$ cat config.mk
export PLATFORM = sky130hd
export DESIGN_NAME = frame_block_reader_flat
export DESIGN_NICKNAME = d
export VERILOG_FILES = /design/src/rtl/frame_block_reader_if.sv /design/src/rtl/frame_block_reader.sv /design/src/flat_wrapper.sv
export SDC_FILE = /design/constraint.sdc
export NUM_CORES = 1
export LEC_CHECK = 0
export ABC_AREA = 1
export CAP_MARGIN = 20
export CORE_MARGIN = 3
export CORE_UTILIZATION = 30
export CTS_CLUSTER_SIZE = 24
export DETAILED_ROUTE_END_ITERATION = 8
export GPL_TIMING_DRIVEN = 0
export SYNTH_ARGS = -nofsm -noshare
export SYNTH_HDL_FRONTEND = slang
export SYNTH_SLANG_ARGS = --single-unit
$ cat constraint.sdc
create_clock -name mem_clk -period 8.32 [get_ports mem_clk]
set_input_delay 1.664 -clock mem_clk [delete_from_list [all_inputs] [get_ports mem_clk]]
set_output_delay 1.664 -clock mem_clk [all_outputs]
set_load 0.03 [all_outputs]
$ cat src/rtl/frame_block_reader_if.sv
// frame_block_reader_if: burst read bus between the frame reader and the memory controller
// Ports (signals):
//   rd_burst_req        reader -> controller  burst read request
//   rd_burst_len        reader -> controller  burst length in words
//   rd_burst_addr       reader -> controller  burst base address
//   rd_burst_data_valid controller -> reader  read beat valid
//   rd_burst_data       controller -> reader  read beat data
//   rd_burst_finish     controller -> reader  burst complete pulse
interface frame_block_reader_if #(
    parameter int MEM_DATA_BITS = 32,
    parameter int ADDR_BITS     = 23,
    parameter int BURST_BITS    = 10
);
    logic                     rd_burst_req;
    logic [BURST_BITS-1:0]    rd_burst_len;
    logic [ADDR_BITS-1:0]     rd_burst_addr;
    logic                     rd_burst_data_valid;
    logic [MEM_DATA_BITS-1:0] rd_burst_data;
    logic                     rd_burst_finish;

    modport master (
        output rd_burst_req, rd_burst_len, rd_burst_addr,
        input  rd_burst_data_valid, rd_burst_data, rd_burst_finish
    );

    modport slave (
        input  rd_burst_req, rd_burst_len, rd_burst_addr,
        output rd_burst_data_valid, rd_burst_data, rd_burst_finish
    );
endinterface

$ cat src/rtl/frame_block_reader.sv
// frame_block_reader: walks stored frames block by block, issuing fixed-length burst reads
// and handing each completed block to a downstream sender.
// Ports:
//   mem_clk, rst     clock, synchronous active-high reset
//   enable           frames valid; sampled only between blocks
//   loop_en          wrap to frame 0 after the last frame instead of stopping
//   mem              burst read bus (master side)
//   block_ready      block fully read; held until consumer_done
//   consumer_done    sender finished the current block
//   frame_idx        current frame, block_idx current block within the frame
//   frame_done       one-cycle pulse when the last block of a frame is handed off
//   all_done         sticky; last block of last frame handed off with loop_en=0
//   beat_err         sticky; some burst finished with a wrong beat count
module frame_block_reader #(
    parameter int MEM_DATA_BITS    = 32,
    parameter int ADDR_BITS        = 23,
    parameter int BURST_BITS       = 10,
    parameter int BURST_SIZE       = 128,
    parameter int BURSTS_PER_BLOCK = 2,
    parameter int BLOCK_STRIDE     = 240,
    parameter int BLOCKS_PER_FRAME = 1280,
    parameter int FRAME_COUNT      = 3,
    parameter int FRAME_STRIDE     = 2073600,
    parameter int FRAME_BITS       = 2,
    parameter int CNT_BITS         = 16
) (
    input  logic                  mem_clk,
    input  logic                  rst,
    input  logic                  enable,
    input  logic                  loop_en,
    frame_block_reader_if.master  mem,
    output logic                  block_ready,
    input  logic                  consumer_done,
    output logic [FRAME_BITS-1:0] frame_idx,
    output logic [CNT_BITS-1:0]   block_idx,
    output logic                  frame_done,
    output logic                  all_done,
    output logic                  beat_err
);
    localparam int BI_BITS = BURSTS_PER_BLOCK > 1 ? $clog2(BURSTS_PER_BLOCK) : 1;
    // room for BURST_SIZE+1 so an over-long burst saturates above the expected count
    localparam int BC_BITS = $clog2(BURST_SIZE + 2);

    typedef enum logic [2:0] {IDLE, REQ, BURST, HANDOFF, DONE} state_t;

    state_t               state;
    logic [BI_BITS-1:0]   burst_idx;
    logic [BC_BITS-1:0]   beat_cnt;
    logic [BC_BITS:0]     beats_now;

    // block base address at full precision, truncated to the bus width
    function automatic logic [ADDR_BITS-1:0] block_addr(input logic [FRAME_BITS-1:0] f,
                                                        input logic [CNT_BITS-1:0] b);
        logic [63:0] a;
        a = 64'(f) * 64'(FRAME_STRIDE) + 64'(b) * 64'(BLOCK_STRIDE);
        return a[ADDR_BITS-1:0];
    endfunction

    assign mem.rd_burst_len = BURST_BITS'(BURST_SIZE);
    // count including a beat arriving in the same cycle as finish
    assign beats_now = {1'b0, beat_cnt} + (BC_BITS+1)'(mem.rd_burst_data_valid);

    always_ff @(posedge mem_clk) begin
        if (rst) begin
            state             <= IDLE;
            mem.rd_burst_req  <= 1'b0;
            mem.rd_burst_addr <= '0;
            burst_idx         <= '0;
            beat_cnt          <= '0;
            block_ready       <= 1'b0;
            frame_idx         <= '0;
            block_idx         <= '0;
            frame_done        <= 1'b0;
            all_done          <= 1'b0;
            beat_err          <= 1'b0;
        end else begin
            frame_done <= 1'b0;
            case (state)
                IDLE: if (enable) begin
                    mem.rd_burst_req  <= 1'b1;
                    mem.rd_burst_addr <= block_addr(frame_idx, block_idx);
                    beat_cnt          <= '0;
                    state             <= REQ;
                end
                REQ, BURST: begin
                    if (mem.rd_burst_data_valid)
                        beat_cnt <= (beat_cnt > BC_BITS'(BURST_SIZE)) ? beat_cnt : beat_cnt + BC_BITS'(1);
                    if (mem.rd_burst_data_valid || mem.rd_burst_finish) begin
                        mem.rd_burst_req <= 1'b0;
                        state            <= BURST;
                    end
                    // a finish also overrides the request drop above when re-requesting
                    if (mem.rd_burst_finish) begin
                        if (beats_now != (BC_BITS+1)'(BURST_SIZE))
                            beat_err <= 1'b1;
                        beat_cnt <= '0;
                        if (burst_idx != BI_BITS'(BURSTS_PER_BLOCK - 1)) begin
                            burst_idx         <= burst_idx + BI_BITS'(1);
                            mem.rd_burst_req  <= 1'b1;
                            mem.rd_burst_addr <= mem.rd_burst_addr + ADDR_BITS'(BURST_SIZE);
                            state             <= REQ;
                        end else begin
                            burst_idx   <= '0;
                            block_ready <= 1'b1;
                            state       <= HANDOFF;
                        end
                    end
                end
                HANDOFF: if (consumer_done) begin
                    block_ready <= 1'b0;
                    state       <= IDLE;
                    if (block_idx == CNT_BITS'(BLOCKS_PER_FRAME - 1)) begin
                        block_idx  <= '0;
                        frame_done <= 1'b1;
                        if (frame_idx != FRAME_BITS'(FRAME_COUNT - 1))
                            frame_idx <= frame_idx + FRAME_BITS'(1);
                        else if (loop_en)
                            frame_idx <= '0;
                        else begin
                            all_done <= 1'b1;
                            state    <= DONE;
                        end
                    end else begin
                        block_idx <= block_idx + CNT_BITS'(1);
                    end
                end
                default: ;
            endcase
        end
    end
endmodule

$ cat src/flat_wrapper.sv
// flat-port wrapper written by rule: the top's interface ports become plain ports
module frame_block_reader_flat 
#(
    parameter int MEM_DATA_BITS    = 32,
    parameter int ADDR_BITS        = 23,
    parameter int BURST_BITS       = 10,
    parameter int BURST_SIZE       = 128,
    parameter int BURSTS_PER_BLOCK = 2,
    parameter int BLOCK_STRIDE     = 240,
    parameter int BLOCKS_PER_FRAME = 1280,
    parameter int FRAME_COUNT      = 3,
    parameter int FRAME_STRIDE     = 2073600,
    parameter int FRAME_BITS       = 2,
    parameter int CNT_BITS         = 16
)
  (mem_clk, rst, enable, loop_en, block_ready, consumer_done, frame_idx, block_idx, frame_done, all_done, beat_err, mem_rd_burst_req, mem_rd_burst_len, mem_rd_burst_addr, mem_rd_burst_data_valid, mem_rd_burst_data, mem_rd_burst_finish);
  frame_block_reader_if #(.MEM_DATA_BITS(MEM_DATA_BITS), .ADDR_BITS(ADDR_BITS), .BURST_BITS(BURST_BITS)) mem_i ();
  input  logic mem_clk;
  input  logic rst;
  input  logic enable;
  input  logic loop_en;
  output logic block_ready;
  input  logic consumer_done;
  output logic [FRAME_BITS-1:0] frame_idx;
  output logic [CNT_BITS-1:0] block_idx;
  output logic frame_done;
  output logic all_done;
  output logic beat_err;
  output wire logic [$bits(mem_i.rd_burst_req)-1:0] mem_rd_burst_req;
  output wire logic [$bits(mem_i.rd_burst_len)-1:0] mem_rd_burst_len;
  output wire logic [$bits(mem_i.rd_burst_addr)-1:0] mem_rd_burst_addr;
  input wire logic [$bits(mem_i.rd_burst_data_valid)-1:0] mem_rd_burst_data_valid;
  input wire logic [$bits(mem_i.rd_burst_data)-1:0] mem_rd_burst_data;
  input wire logic [$bits(mem_i.rd_burst_finish)-1:0] mem_rd_burst_finish;
  assign mem_rd_burst_req = mem_i.rd_burst_req;
  assign mem_rd_burst_len = mem_i.rd_burst_len;
  assign mem_rd_burst_addr = mem_i.rd_burst_addr;
  assign mem_i.rd_burst_data_valid = mem_rd_burst_data_valid;
  assign mem_i.rd_burst_data = mem_rd_burst_data;
  assign mem_i.rd_burst_finish = mem_rd_burst_finish;
  frame_block_reader #(.MEM_DATA_BITS(MEM_DATA_BITS), .ADDR_BITS(ADDR_BITS), .BURST_BITS(BURST_BITS), .BURST_SIZE(BURST_SIZE), .BURSTS_PER_BLOCK(BURSTS_PER_BLOCK), .BLOCK_STRIDE(BLOCK_STRIDE), .BLOCKS_PER_FRAME(BLOCKS_PER_FRAME), .FRAME_COUNT(FRAME_COUNT), .FRAME_STRIDE(FRAME_STRIDE), .FRAME_BITS(FRAME_BITS), .CNT_BITS(CNT_BITS)) u_core (.mem_clk(mem_clk), .rst(rst), .enable(enable), .loop_en(loop_en), .mem(mem_i), .block_ready(block_ready), .consumer_done(consumer_done), .frame_idx(frame_idx), .block_idx(block_idx), .frame_done(frame_done), .all_done(all_done), .beat_err(beat_err));
endmodule
-- Word-level counts from Yosys, hierarchy flattened
Index checks and enable logic that the tools add are counted.
- bits in registers: 58
- input port bits: 39
- logic and storage cells: 89
- eq/ne operators: 14
- add/subtract/negate cells: 7
- magnitude comparators: 1
- bitwise logic cells: 4
- multiplexer cells: 32
- reduce and logical (&&, ||, !) cells: 18
- multiply operators: 2
- operators with widths (kind ; number):
    2-to-1 mux 23 bit ; 3
    case mux 23 bit (2 select lines) ; 1
    2-to-1 mux 8 bit ; 4
    adder 23 bit ; 1
    adder 23 x 8 -> 23 bit (second input constant) ; 1
    2-to-1 mux 3 bit ; 7
    AND reduction 4 bit ; 5
    multiplier 16 x 4 -> 19 bit (second input constant) ; 1
    adder 16 x 1 -> 16 bit (second input constant) ; 1
    equality test 16 x 11 -> 1 bit (second input constant) ; 1
    2-to-1 mux 16 bit ; 1
    case mux 8 bit (2 select lines) ; 1
    multiplier 2 x 11 -> 13 bit (second input constant) ; 1
    != test 2 bit (second input constant) ; 5
    adder 8 x 1 -> 9 bit ; 1
    2-to-1 mux 1 bit ; 9
    != test 9 x 8 -> 1 bit (second input constant) ; 1
    case mux 3 bit (3 select lines) ; 1
    adder 8 x 1 -> 8 bit (second input constant) ; 1
    > comparator 8 bit (second input constant) ; 1
    equality test 3 x 2 -> 1 bit (second input constant) ; 2
    2-to-1 mux 2 bit ; 3
    != test 3 bit (second input constant) ; 2
    AND reduction 2 bit ; 3
    15 further kinds ; 21

-- Logic depth before layout (Yosys ltp)
- word-level depth: 5
- depth in mapped cells: 24
- gate-level depth less buffers: 24

-- Worst setup path before layout
Ideal clock, no wire load.
- kind: register to register
- start point: register u_core.block_idx[2]
- end point: register u_core.mem.rd_burst_addr[22]
- library setup time: 0.070 ns
- cell stages (with the launch flop): 24
- arrival time: 4.252 ns
- period minus slack after synthesis: 4.322 ns
- buffers on the path: 0
- required time: 8.250 ns
- slack: 3.998 ns
- cell sequence: dfxtp_1 > inv_1 > fa_1 > fa_1 > inv_1 > ha_1 > nand2_1 > nor2_1 > a211oi_1 > o21bai_1 > nand2_1 > a21oi_1 > nand3_1 > nand2_1 > xor2_1 > ha_1 > a21oi_1 > inv_1 > o21ai_0 > o311a_1 > nand2_1 > nand2_1 > nand3_1 > a21oi_1
- word-level cells in the longest chain between the ends: 4
- RTL lines (what ; line ; RTL):
    start, declared ; frame_block_reader.sv:35 ; output logic [CNT_BITS-1:0] block_idx,
    start signal, assigned ; frame_block_reader.sv:124 ; block_idx <= block_idx + CNT_BITS'(1);
    multiplier 16 x 4 -> 19 bit ; frame_block_reader.sv:55 ; a = 64'(f) * 64'(FRAME_STRIDE) + 64'(b) * 64'(BLOCK_STRIDE);
    adder 23 bit ; frame_block_reader.sv:55 ;
    2-to-1 mux 23 bit ; frame_block_reader.sv:79 ; IDLE: if (enable) begin
    case mux 23 bit (2 select lines) ; frame_block_reader.sv:78 ; case (state)
    end signal, assigned ; frame_block_reader.sv:81 ; mem.rd_burst_addr <= block_addr(frame_idx, block_idx);
    end signal, assigned ; frame_block_reader.sv:100 ; mem.rd_burst_addr <= mem.rd_burst_addr + ADDR_BITS'(BURST_SIZE);
    end, declared ; frame_block_reader_if.sv:22 ; output rd_burst_req, rd_burst_len, rd_burst_addr,
Every way passes these cells. The select of a mux whose other input is x is not followed.
A chain may end at the register's enable or synchronous reset.

-- Worst setup path in the final report
Same ends and word-level chain as after synthesis.

==> results.cfg <==
[yosys]
yosys_warnings = 0
synthesis.area_mm2 = 0.00530
ys_ff_latch = 54
synth.area.top_cells = dfxtp_1, ha_1, fa_1
synth_seq_area_share_pct = 20.4
yosysTopAreaCell = dfxtp_1
synth_flop_cell = dfxtp_1
syn_inst = 724
async_flop_share_pct = 0
avgSynthCellArea_um2 = 7.32
synth_enable_flop_cells = 0
synth.distinct_cells = 43
yosysTopAreaCellShare_pct = 20.4

[clock_tree]
cts-root-buf = clkbuf_16
cts_setup_buffers = 0
cts_tree = yes
cts_resized = 0
cts.sinks = 54
holdBufCountCts = 0
cts_inserted_buffers = 5
clkSlewWorstSetupHoldPaths_ns = 0.07
clk_latency_ns = 0.31
clockBufferDepth = 2
htreeDepth = 2

[worst_setup_path]
crit_family = adder cells
cp_slowest_cell = fa_1
cp-startpoint = u_core.block_idx[2]
cp_data_arrival_time_ns = 4.89
reg2regPathDepth = 23
crit_path_max_fanout = 7
startpoint_type = flop
cp.depth = 23
worst-setup-path-type = flop to flop
crit_end = u_core.mem.rd_burst_addr[22]
path_cells = inv_1 -> fa_1 -> fa_1 -> inv_1 -> ha_1 -> nand2_1 -> nor2_1 -> a211oi_1 -> o21bai_1 -> nand2_1 -> a21oi_1 -> nand3_1 -> nand2_1 -> xor2_1 -> ha_1 -> a21oi_1 -> inv_1 -> o21ai_0 -> o311a_1 -> nand2_1 -> nand2_1 -> nand3_1 -> a21oi_1
r2r_slack_ns = 3.67
cp-end-kind = flop
max_stage_delay_ns = 0.52
r2r-start = u_core.block_idx[2]
cpMostUsedCell = nand2_1
worst-path-buf-inv = 3
cp.required_ns = 8.56
rr_endpoint = u_core.mem.rd_burst_addr[22]

[routing]
wirelength_mm = 12.4
initialDrtViolationCount = 260
drt_pass1_iterations = 5
dr_total_vias = 4625
antenna_left = 0
drcViolationCount = 0
wl_per_cell_um = 12.2
avgViaCountPerCell = 4.57

[placement]
gp_congestion = 0.846
portBuffers = 48
post-dp-hpwl_mm = 10.1
pre_cts_ws_ns = 3.67

[die]
die_area_mm2 = 0.0193
start_util_pct = 31.3
die_x_um = 139
rows = 47
num_io_pins = 95
core-area_mm2 = 0.0169
die_h_um = 139

[global_routing]
overflow = 0
grt_max_degree = 19
grt_pass1_vias = 4543
grt_use_total_pct = 13.2
antenna_found_initial = 0
grt_pass1_wl_mm = 21.6

[cells_and_area]
drive_gt1_share_pct = 6.94
postLayoutCoreUtil_pct = 37.0
final_nets = 918
areaGrowthSynthToFinish_pct = 18.4
nFillCells = 1818
antenna_cells = 0

[timing]
hold_violations = 0
setup_ws_ns = 3.67
timing.fmax_ghz = 0.215
skew_ns = 0.00614
max_slew.worst_pin.slew_ns = 0.579
finalSetupTns_ns = 0
finalCritPeriodShare_pct = 55.9
setup_viol = 0
relSlewSlack_pct = 61.4
slew_viol_final = 0
layout_min_cycle_time_ns = 4.65
rsz0062_at_grt = false

[power_and_ir_drop]
leakagePower_nw = 2.82
power_density_mw_per_mm2 = 148
ir_worst_vdd_mv = 0.109
total_power_w = 0.000931

[min_path]
min_path_type = flop to flop

[job]
drv_cap = 0

[status]
status = finished, final reports clean
[area by class of cell]
| cell class | count | area (um^2) | share of cell area, % |
|---|---|---|---|
| multi-input cells | 541 | 3660 | 58.4 |
| flip-flops and latches | 54 | 1080 | 17.2 |
| repair buffers | 48 | 480 | 7.66 |
| inverters | 118 | 443 | 7.06 |
| well taps | 220 | 275 | 4.39 |
| plain buffers | 23 | 155 | 2.47 |
| clock buffers | 5 | 125 | 2.00 |
| clock inverters | 3 | 47.5 | 0.758 |
[worst min-delay path, delay by kind of cell, from the launching register on]
family           cells  cell delay [ns]
flip-flops           1             0.31
AND/OR/NAND/NOR      1             0.06
AO/OA/AOI/OAI        1             0.05
[worst min-delay path by stage]
| stage | slack [ns] | to | from | depth (start not counted) |
|---|---|---|---|---|
| 3_5_place_dp | 0.46 | u_core.mem.rd_burst_addr[5] | u_core.mem.rd_burst_addr[5] | 2 |
| 4_1_cts | 0.47 | u_core.mem.rd_burst_addr[5] | u_core.mem.rd_burst_addr[5] | 2 |
| 6_report | 0.47 | u_core.mem.rd_burst_req | u_core.mem.rd_burst_req | 2 |
| 2_1_floorplan | 0.45 | u_core.burst_idx | u_core.burst_idx | 2 |
| 3_3_place_gp | 0.46 | u_core.mem.rd_burst_addr[4] | u_core.mem.rd_burst_addr[4] | 2 |
| 5_1_grt | 0.49 | u_core.beat_err | u_core.beat_err | 2 |
[state kept, by name (all words and copies together), names as in the netlist]
signal / flops
u_core.beat_err: 1
u_core.beat_cnt: 8
u_core.mem.rd_burst_req: 1
u_core.block_idx: 16
u_core.burst_idx: 1
u_core.frame_done: 1
u_core.state: 3
u_core.block_ready: 1
u_core.all_done: 1
u_core.mem.rd_burst_addr: 19
u_core.frame_idx: 2
[cell usage after synthesis (11+ instances only)]
master	number
a21oi_1	64
buf_4	14
dfxtp_1	54
fa_1	29
ha_1	59
inv_1	114
nand2_1	114
nand3_1	38
nand4_1	13
nor2_1	56
nor3_1	11
o21ai_0	42
xnor2_1	13
xor2_1	21
[kinds of logic after synthesis]
group                    after synthesis  synth area share [%]
adder cells (fa/ha/maj)               88                  24.9
XOR/XNOR                              34                  5.62
AND/OR/NAND/NOR                      266                  23.5
buffers and inverters                141                  11.3
flip-flops                            54                  20.4
AO/OA/AOI/OAI                        139                  14.1
other                                  2                 0.142
[metal layers]
metal,global-route usage (%),share of wire [%],wire length [um]
met4,2.73,1.1,136
met2,22.0,45,5560
met1,17.8,50,6190
met3,2.83,3.8,467
met5,0,0,0
[stage by stage]
step           hold WS (ns)  cell area, um^2  instances
2_1_floorplan         0.447             5340        736
3_3_place_gp          0.457             6100       1004
3_5_place_dp          0.460             6100       1004
4_1_cts               0.472             6270       1012
5_1_grt               0.493             6270       1012
6_report              0.469             6270       1012
[where the power goes]
group	total (W)	switching (W)	internal, W	leakage [nW]
Sequential	0.000337	0.0000434	0.000293	0.439
Clock	0.000252	0.000107	0.000145	0.0848
Combinational	0.000342	0.000214	0.000128	2.30
Total	0.000931	0.000365	0.000566	2.82
[layout by cell type (no fill, tap or decap), types with 6 or more instances in the layout]
master,synthesis,routed
nor2_2,6,6
nand4_1,13,13
a31oi_1,9,9
fa_1,29,29
clkdlybuf4s50_1,0,48
a21oi_1,64,64
nand3_1,38,38
nand2_1,114,114
dfxtp_1,54,54
o21ai_1,9,9
buf_4,14,14
inv_1,114,114
xnor2_1,13,13
nor3_1,11,11
xor2_1,21,21
nand2_2,6,6
conb_1,2,14
nor2_1,56,56
o21ai_0,42,42
ha_1,59,59
Power figures use the tool's default switching activity.
